File: config.mk
export PLATFORM = sky130hd
export DESIGN_NAME = pe_loader
export DESIGN_NICKNAME = d
export VERILOG_FILES = /design/src/rtl/pe_loader.sv
export SDC_FILE = /design/constraint.sdc
export NUM_CORES = 1
export LEC_CHECK = 0
export CAP_MARGIN = 5
export CORE_ASPECT_RATIO = 0.75
export CORE_MARGIN = 2
export CORE_UTILIZATION = 30
export DETAILED_ROUTE_END_ITERATION = 10
export HOLD_SLACK_MARGIN = 0.15
export PLACE_DENSITY = 0.48
export SYNTH_ARGS = -nofsm -noshare
export SYNTH_HDL_FRONTEND = slang
export SYNTH_SLANG_ARGS = --single-unit
File: constraint.sdc
create_clock -name clk -period 7 [get_ports clk]
set_input_delay 0.7 -clock clk [delete_from_list [all_inputs] [get_ports clk]]
set_output_delay 0.7 -clock clk [all_outputs]
set_load 0.01 [all_outputs]
File: src/rtl/pe_loader.sv
// Host-stream sequencer for one PE: loads instructions, then per iteration buffers a
// full data burst so the PE sees a gap-free din_pe_v run, waits RUN_CYCLES, repeats.
module pe_loader #(
  parameter int INST_NUM   = 16,
  parameter int DATA_NUM   = 16,
  parameter int RUN_CYCLES = 64,
  parameter int ITER_NUM   = 4,
  parameter int DATA_WIDTH = 16,
  parameter int INST_WIDTH = 32
) (
  input  logic                    clk,
  input  logic                    rst,
  input  logic                    start,
  input  logic                    s_valid,
  output logic                    s_ready,
  input  logic [DATA_WIDTH*2-1:0] s_data,
  output logic                    inst_in_v,
  output logic [INST_WIDTH-1:0]   inst_in,
  output logic                    din_pe_v,
  output logic [DATA_WIDTH*2-1:0] din_pe,
  output logic                    alpha_v,
  output logic                    busy,
  output logic                    done
);
  localparam int WW = DATA_WIDTH * 2;
  localparam int IW = $clog2(INST_NUM + 1);
  localparam int PW = $clog2(DATA_NUM + 1);
  localparam int RW = $clog2(RUN_CYCLES + 1);
  localparam int TW = $clog2(ITER_NUM + 1);
  localparam int AW = (DATA_NUM > 1) ? $clog2(DATA_NUM) : 1;

  localparam logic [IW-1:0] INST_LAST = IW'(INST_NUM - 1);
  localparam logic [PW-1:0] DATA_LAST = PW'(DATA_NUM - 1);
  localparam logic [PW-1:0] DATA_END  = PW'(DATA_NUM);
  localparam logic [RW-1:0] RUN_LAST  = RW'(RUN_CYCLES - 1);
  localparam logic [TW-1:0] ITER_LAST = TW'(ITER_NUM - 1);

  typedef enum logic [2:0] {IDLE, LOAD_INST, FILL, BURST, RUN, DONE} state_t;

  state_t          state;
  logic [IW-1:0]   inst_cnt;
  logic [PW-1:0]   wr_ptr, rd_ptr;
  logic [RW-1:0]   run_cnt;
  logic [TW-1:0]   iter_cnt;
  logic [WW-1:0]   buf_mem [DATA_NUM];

  logic xfer, last_iter;
  assign xfer      = s_valid && s_ready;
  assign last_iter = (iter_cnt == ITER_LAST);

  // Storage needs no reset: pointers restart at 0 and every entry is rewritten before use.
  always_ff @(posedge clk) begin
    if (state == FILL && xfer) buf_mem[wr_ptr[AW-1:0]] <= s_data;
  end

  always_ff @(posedge clk) begin
    if (rst) begin
      state     <= IDLE;
      s_ready   <= 1'b0;
      inst_in_v <= 1'b0;
      inst_in   <= '0;
      din_pe_v  <= 1'b0;
      din_pe    <= '0;
      alpha_v   <= 1'b0;
      busy      <= 1'b0;
      done      <= 1'b0;
      inst_cnt  <= '0;
      wr_ptr    <= '0;
      rd_ptr    <= '0;
      run_cnt   <= '0;
      iter_cnt  <= '0;
    end else begin
      inst_in_v <= 1'b0;
      inst_in   <= '0;
      din_pe_v  <= 1'b0;
      din_pe    <= '0;
      done      <= 1'b0;
      case (state)
        IDLE: if (start) begin
          state    <= LOAD_INST;
          s_ready  <= 1'b1;
          busy     <= 1'b1;
          inst_cnt <= '0;
          wr_ptr   <= '0;
          rd_ptr   <= '0;
          run_cnt  <= '0;
          iter_cnt <= '0;
        end
        LOAD_INST: if (xfer) begin
          inst_in_v <= 1'b1;
          inst_in   <= s_data[INST_WIDTH-1:0];
          inst_cnt  <= inst_cnt + 1'b1;
          if (inst_cnt == INST_LAST) state <= FILL;
        end
        FILL: if (xfer) begin
          wr_ptr <= wr_ptr + 1'b1;
          if (wr_ptr == DATA_LAST) begin
            // Word 0 goes out on the same edge the final word is written.
            state    <= BURST;
            s_ready  <= 1'b0;
            din_pe_v <= 1'b1;
            din_pe   <= (DATA_NUM == 1) ? s_data : buf_mem[0];
            rd_ptr   <= PW'(1);
            alpha_v  <= last_iter;
          end
        end
        BURST: begin
          if (rd_ptr == DATA_END) begin
            state   <= RUN;
            run_cnt <= '0;
          end else begin
            din_pe_v <= 1'b1;
            din_pe   <= buf_mem[rd_ptr[AW-1:0]];
            rd_ptr   <= rd_ptr + 1'b1;
          end
        end
        RUN: begin
          if (run_cnt == RUN_LAST) begin
            iter_cnt <= iter_cnt + 1'b1;
            alpha_v  <= 1'b0;
            if (last_iter) begin
              state <= DONE;
              done  <= 1'b1;
              busy  <= 1'b0;
            end else begin
              state   <= FILL;
              s_ready <= 1'b1;
              wr_ptr  <= '0;
            end
          end else begin
            run_cnt <= run_cnt + 1'b1;
          end
        end
        DONE:    state <= IDLE;
        default: state <= IDLE;
      endcase
    end
  end
endmodule

==> qor.csv, run 1 <==
stage;metric;value;unit
run_status;run status;completed;
logic_synthesis;Synth Net Count;1212;
logic_synthesis;xor and xnor area share after synthesis;0.00226;
clocking;clock transition at the register clock pins on the worst setup and hold paths after CTS;0.06;ns
logic_synthesis;Primary FF master, synth;edfxtp_1;
timing;endpoints failing setup;0;
worst_setup_path;worst flop-to-flop path startpoint;state[1];
worst_setup_path;Arrival @ worst endpoint;3.68;ns
worst_setup_path;Crit Reg-Reg Endpoint;buf_mem[9][26];
placed_design;Final HPWL DP;28700;um
hold_path;class of the worst hold path;reg -> reg;
worst_setup_path;Max stage delay on crit path;0.77;ns
logic_synthesis;number of flip-flops and latches in the synthesized netlist;614;
worst_setup_path;flop-to-flop setup slack;3.57;ns
worst_setup_path;critical path startpoint category;flip-flop;
clocking;Bufs on Longest Clock Path;3;
detailed_routing;wirelength, routed;51500;um
timing;worst setup skew after layout;0.0332;ns
timing;clock period minus final worst setup slack;3.43;ns
detailed_routing;DRC violation count after routing;0;
cells_and_area;Finished Cell Area;0.0279;mm2
detailed_routing;total via count after detailed routing;11244;
global_routing;number of global-route vias before repair;12034;
floorplan;initial core utilization;0.303;
job;maximum capacitance violations;0;
logic_synthesis;Post-synth EDFFs;512;
clocking;total of hold buffers inserted after clock tree synthesis;0;
global_routing;first-pass GRT wire length;78000;um
logic_synthesis;number of warnings issued by yosys;0;
floorplan;number of I/O pins;106;
floorplan;placeable core region;0.0769;mm2
worst_setup_path;worst-path fanout max;24;
floorplan;DIE AREA;0.0798;mm2
clocking;# H-tree levels;3;
cells_and_area;most used cells in the layout excluding fill and tap cells;edfxtp_1, mux4_2, clkdlybuf4s50_1;
placed_design;PortBufs;105;
logic_synthesis;synthesized instance count;1164;
clocking;# clock sinks;614;
floorplan;std cell rows;88;
logic_synthesis;area fraction in compound gates after synthesis;0.0293;
worst_setup_path;cell with the largest stage delay on the worst path;dfxtp_1;
placed_design;final weighted congestion in routability-driven placement;0.723;
detailed_routing;first-pass iteration count of the detailed router;5;
power_and_ir_drop;Leakage;0.00857;uW
power_and_ir_drop;Tot Pwr;7920;uW
cells_and_area;Antenna diodes;0;
cells_and_area;number of nets in the finished design;1353;
worst_setup_path;type of element capturing the critical path;flip-flop;
logic_synthesis;synthesized-area fraction occupied by and/or/nand/nor cells;0.0428;
floorplan;width of the die;326;um
timing;worst-margin pin slew;1.22;ns
logic_synthesis;dominant combinational cell family by area after synthesis;multiplexers;
timing;setup TNS after final layout;0;ns
worst_setup_path;Critical path origin;state[1];
logic_synthesis;fraction of synthesized area in multiplexers;0.156;
global_routing;overflow left after global routing;0;
global_routing;pin count of the biggest net entering global routing;77;
logic_synthesis;most area-hungry cell type in the Yosys netlist;edfxtp_1;
timing;total count of max-transition violations in the final report;0;
logic_synthesis;number of distinct library cells after synthesis;54;
power_and_ir_drop;power density cells;284;mW/mm2
cells_and_area;most common library cell in the layout ignoring fill and taps;edfxtp_1;
global_routing;number of antenna violations at the first check in global routing;0;
worst_setup_path;cells on worst reg2reg path;5;
timing;count of endpoints failing hold in the final timing report;0;
detailed_routing;average wire per standard cell;21.5;um
timing;Fmax achieved;292;MHz
timing;relative slew slack;0.187;
floorplan;die boundary height;245;um
detailed_routing;post-detailed-route count of antenna-violating nets;0;
worst_setup_path;critical setup path kind;reg -> reg;
logic_synthesis;area of the mapped netlist;0.0233;mm2
logic_synthesis;leading post-synthesis cells by cell area;edfxtp_1, mux4_2, dfxtp_1, mux2i_1, mux2_2;
worst_setup_path;required time at the endpoint of the critical path;7.25;ns
power_and_ir_drop;Max VDD drop;0.000134;V
clocking;Num CTS Buffers;68;
placed_design;placed cell areas;0.0257;mm2
cells_and_area;fraction of layout cells with a size suffix above 1;0.228;
logic_synthesis;average size of a mapped cell;20.0;um2
clocking;Post CTS Setup Buffer Count;0;
cells_and_area;number of filler instances in the final layout;7199;
cells_and_area;Finished Core Util;0.363;
hold_path;Worst Min Path Start;run_cnt[6];
timing;RSZ-0062 raised after global routing;false;
hold_path;Hold Crit Depth;1;
detailed_routing;initial drt markers;942;
clocking;master cell of the clock root buffer;clkbuf_16;
detailed_routing;vias per cell;4.70;
worst_setup_path;Critical Path, Cell by Cell;or3b_2, nor2_1, nand2_1, nor2_4, buf_4;
logic_synthesis;sequential fraction of the synthesis area;0.748;
clocking;post-CTS resize count;0;
global_routing;total routing usage reported by global routing;0.131;
clocking;latest clock arrival within the worst-skew pair;0.61;ns
hold_path;Worst Hold End;run_cnt[6];
logic_synthesis;share of the synthesized area in the top cell type;0.661;
logic_synthesis;FFs w/ async S/R, synth;0;
logic_synthesis;share of synthesized cell area in full adder, half adder and majority cells;0.00645;
clocking;clock tree from TritonCTS;built;
cells_and_area;Area growth, synth to finish;20.0;%
timing;portion of the clock cycle consumed by the worst path in the final layout;0.490;
==> state kept, by name (all words and copies together), names as in the netlist, named ones only <==
name	flops
buf_mem	512
done	1
busy	1
run_cnt	7
wr_ptr	5
inst_in_v	1
s_ready	1
state	3
iter_cnt	3
din_pe	32
din_pe_v	1
rd_ptr	5
alpha_v	1
inst_cnt	5
inst_in	32
==> layer usage <==
| layer | part of all wire | global-route usage | wire [um] |
|---|---|---|---|
| met3 | 0.039 | 0.0252 | 2030 |
| met1 | 0.49 | 0.190 | 25400 |
| met5 | 0 | 0 | 0 |
| met2 | 0.45 | 0.200 | 23100 |
| met4 | 0.019 | 0.0388 | 989 |
==> through the flow <==
step	hold slack, ns	instances	setup WS [ns]
2_1_floorplan	0.449	1164	2.93
3_3_place_gp	0.464	2270	3.43
3_5_place_dp	0.470	2270	3.44
4_1_cts	0.479	2393	3.57
5_1_grt	0.496	2393	3.30
6_report	0.472	2393	3.57
==> power by group <==
group | internal, uW | leakage (uW) | switching, uW
registers | 3980 | 0.00543 | 39.8
logic | 119 | 0.00205 | 153
clock network | 2170 | 0.00109 | 1460
==> cell families (layout without fill, tap and decap cells) <==
kind of cell,count (synthesis),after routing
AO/OA/AOI/OAI,83,83
XOR/XNOR,6,6
adder cells (fa/ha/maj),12,12
buffers and inverters,71,265
flip-flops,614,614
multiplexers,199,199
AND/OR/NAND/NOR,179,179
==> worst max-delay path: cells and delay by family (launching register included) <==
kind | cells | cell delay (ns)
DFF | 1 | 0.77
buffers and inverters | 1 | 0.41
and+or+nand+nor | 4 | 1.85
==> cells in the mapped netlist (3+ instances only) <==
| cell type | instances |
|---|---|
| a2111oi_0 | 3 |
| a211oi_1 | 3 |
| a21oi_1 | 15 |
| a221o_1 | 32 |
| a31oi_1 | 3 |
| and2_1 | 34 |
| and3_1 | 7 |
| and3b_1 | 3 |
| buf_1 | 4 |
| buf_2 | 14 |
| buf_4 | 3 |
| buf_6 | 6 |
| clkbuf_1 | 32 |
| dfxtp_1 | 102 |
| edfxtp_1 | 512 |
| ha_1 | 12 |
| inv_1 | 12 |
| mux2_2 | 33 |
| mux2i_1 | 38 |
| mux4_2 | 128 |
| nand2_1 | 22 |
| nand2b_1 | 10 |
| nand3_1 | 14 |
| nand4_1 | 5 |
| nor2_1 | 30 |
| nor2b_1 | 32 |
| nor3_1 | 9 |
| nor4_1 | 3 |
| o211ai_1 | 3 |
| o31ai_1 | 6 |
| xnor2_1 | 3 |
| xor2_1 | 3 |
==> layout make-up <==
type                       count  area [um2]  area share
multi-input combinational    479        5650       0.202
sequential                   614       17400       0.624
tap                         1035        1290      0.0464
clock inverter                33         409      0.0146
inverter                      12        45.0     0.00161
timing repair buffer         130        1250      0.0448
clock buffer                  90        1860      0.0664
==> worst max path at each step <==
stage / to / slack (ns) / cells after the start
after global routing: buf_mem[9][26] / 3.30 / 5
after CTS: buf_mem[14][23] / 3.57 / 4
after detailed placement: buf_mem[14][14] / 3.44 / 5
after global placement: buf_mem[11][16] / 3.43 / 6
final: buf_mem[9][26] / 3.57 / 5
after floorplan: buf_mem[1][0] / 2.93 / 5
No activity file was read; power rests on OpenSTA's default activity.
==> run 2, diff against run 1 <==
Settings changed: PLACE_DENSITY 0.48 to 0.5.
Clock period 7 ns to 3 ns, I/O delays scaled along.
==> run 2 against run 1 <==
  * Combinational power rose to 2.7 times the previous value
  * Sequential share of layout area decreased by 0.76 points
  * Via count grew 1.5%
  * Utilization rose by 0.45 points
  * Non-clock buffer count rose by 17
  * Die area is the same
  * Wire length is 4.4% higher
  * Power rose by 130%
  * Maximum frequency grew 41%
  * Sequential cell count unchanged
  * Worst setup slack lost 3.0 ns
  * Clock skew is 0.015 ns lower
  * Critical endpoint is now buf_mem[13][25]
  * Highest routed layer unchanged
==> qor.csv, run 2 (synthesized netlist as in run 1, its figures left out) <==
stage;metric;value;unit
run_status;run status;completed;
worst_setup_path;cell type group with the largest total delay on the critical path;simple AND/OR/NAND/NOR gates;
detailed_routing;total via count after detailed routing;11418;
clocking;Post CTS Setup Buffer Count;0;
detailed_routing;DRC violation count after routing;0;
cells_and_area;area of the multi-input gates;0.00567;mm2
floorplan;width of the die;326;um
power_and_ir_drop;cell-internal power;14500;uW
power_and_ir_drop;share of total power consumed by net switching;0.210;
global_routing;overflow left after global routing;0;
clocking;# clock sinks;614;
clocking;Bufs on Longest Clock Path;3;
worst_setup_path;type of element capturing the critical path;flip-flop;
placed_design;Final HPWL DP;31500;um
hold_path;class of the worst hold path;reg -> reg;
timing;portion of the clock cycle consumed by the worst path in the final layout;0.807;
worst_setup_path;flop-to-flop setup slack;0.58;ns
worst_setup_path;worst-path fanout max;18;
worst_setup_path;cells on worst reg2reg path;5;
worst_setup_path;required time at the endpoint of the critical path;3.26;ns
power_and_ir_drop;Max VDD drop;0.000383;V
cells_and_area;number of nets in the finished design;1369;
floorplan;number of I/O pins;106;
worst_setup_path;cell with the largest stage delay on the worst path;or3b_2;
cells_and_area;most common library cell in the layout ignoring fill and taps;edfxtp_1;
job;maximum capacitance violations;0;
global_routing;number of antenna violations at the first check in global routing;2;
power_and_ir_drop;power density cells;648;mW/mm2
placed_design;Setup WS pre-CTS;0.339;ns
timing;relative slew slack;0.477;
cells_and_area;number of flip-flops in the largest register;512;
timing;clock period minus final worst setup slack;2.42;ns
clocking;latest clock arrival within the worst-skew pair;0.60;ns
floorplan;DIE AREA;0.0798;mm2
timing;min setup slack post-route;0.578;ns
hold_path;Hold Crit Depth;2;
floorplan;die boundary height;245;um
timing;count of endpoints failing hold in the final timing report;0;
power_and_ir_drop;sequential cell fraction of total power;0.509;
cells_and_area;most used cells in the layout excluding fill and tap cells;edfxtp_1, mux4_2, clkdlybuf4s50_1;
worst_setup_path;Critical Path, Cell by Cell;or3b_2, nor2_1, nand2_1, nor2_4, buf_4;
clocking;clock tree from TritonCTS;built;
detailed_routing;wirelength, routed;53800;um
worst_setup_path;critical path startpoint category;flip-flop;
clocking;clock transition at the register clock pins on the worst setup and hold paths after CTS;0.06;ns
detailed_routing;initial drt markers;881;
clocking;post-CTS resize count;0;
cells_and_area;Area growth, synth to finish;21.5;%
timing;total count of max-transition violations in the final report;0;
cells_and_area;fraction of layout cells with a size suffix above 1;0.240;
worst_setup_path;Crit Reg-Reg Endpoint;buf_mem[13][25];
global_routing;pin count of the biggest net entering global routing;55;
power_and_ir_drop;power dissipated by switching net loads;3840;uW
detailed_routing;first-pass iteration count of the detailed router;5;
clocking;master cell of the clock root buffer;clkbuf_16;
timing;setup TNS after final layout;0;ns
clocking;Num CTS Buffers;67;
hold_path;Worst Hold End;wr_ptr[4];
detailed_routing;post-detailed-route count of antenna-violating nets;0;
power_and_ir_drop;Tot Pwr;18300;uW
floorplan;placeable core region;0.0769;mm2
clocking;total of hold buffers inserted after clock tree synthesis;0;
global_routing;total routing usage reported by global routing;0.135;
cells_and_area;Antenna diodes;0;
timing;endpoints failing setup;0;
hold_path;Worst Min Path Start;wr_ptr[4];
global_routing;first-pass GRT wire length;79700;um
power_and_ir_drop;proportion of power drawn by the clock network;0.452;
worst_setup_path;critical setup path kind;reg -> reg;
cells_and_area;number of filler instances in the final layout;7210;
worst_setup_path;Arrival @ worst endpoint;2.69;ns
global_routing;number of global-route vias before repair;11976;
power_and_ir_drop;Leakage;0.00867;uW
detailed_routing;vias per cell;4.74;
timing;Fmax achieved;413;MHz
cells_and_area;register area;0.0174;mm2
detailed_routing;average wire per standard cell;22.3;um
placed_design;final weighted congestion in routability-driven placement;0.743;
cells_and_area;Finished Core Util;0.368;
worst_setup_path;Max stage delay on crit path;0.49;ns
timing;RSZ-0062 raised after global routing;false;
clocking;# H-tree levels;3;
floorplan;initial core utilization;0.303;
floorplan;std cell rows;88;
worst_setup_path;count of buffering cells on the critical path with inverters included;1;
worst_setup_path;worst flop-to-flop path startpoint;state[1];
placed_design;PortBufs;105;
power_and_ir_drop;combinational share of power;0.040;
timing;worst-margin pin slew;0.782;ns
timing;worst setup skew after layout;0.0180;ns
[run 2: area by class of cell]
type                    instances  share of cell area
flip-flops and latches        614               0.616
inverters                      12             0.00159
clock inverters                31              0.0117
multi-input cells             479               0.201
clock buffers                  90              0.0660
well taps                    1035              0.0458
repair buffers                147              0.0581
[run 2: power by group through the flow]
stage / Sequential (uW) / Combinational (uW) / Clock, uW
after global routing: 9330 / 797 / 8860
after global placement: 9510 / 727 / 0
after detailed placement: 9510 / 737 / 0
final: 9330 / 725 / 8280
after CTS: 9330 / 740 / 8550
after floorplan: 9500 / 378 / 0
[run 2: worst max path at each step]
stage                        start              end  slack [ns]  cells after the start
after detailed placement   s_valid  buf_mem[13][23]        0.34                      6
after floorplan           state[1]   buf_mem[10][0]       -0.22                      5
final                     state[1]  buf_mem[13][25]        0.58                      5
after CTS                 state[1]  buf_mem[13][30]        0.57                      5
after global placement     s_valid  buf_mem[13][23]        0.37                      6
after global routing      state[1]  buf_mem[13][23]        0.48                      5
[run 2: worst min-delay path, delay by kind of cell (launching register included)]
kind,cells,cell delay (ns)
AOI/OAI and AO/OA,1,0.07
buffers and inverters,1,0.07
DFF,1,0.30
[run 2: routing by layer]
layer	routed length (um)	GRT usage	vias up	share of wire
met5	0	0	-	0
met4	1300	0.0422	0	0.024
met3	2200	0.0258	85	0.041
met2	25200	0.216	268	0.47
met1	25100	0.186	5992	0.47
li1	-	-	5073	-
[run 2: per-stage QoR]
stage	hold slack, ns	instance area [um2]	std cells
5_1_grt	0.508	28300	2408
4_1_cts	0.492	28300	2408
3_5_place_dp	0.475	26100	2287
3_3_place_gp	0.461	26100	2287
6_report	0.483	28300	2408
2_1_floorplan	0.399	23300	1164
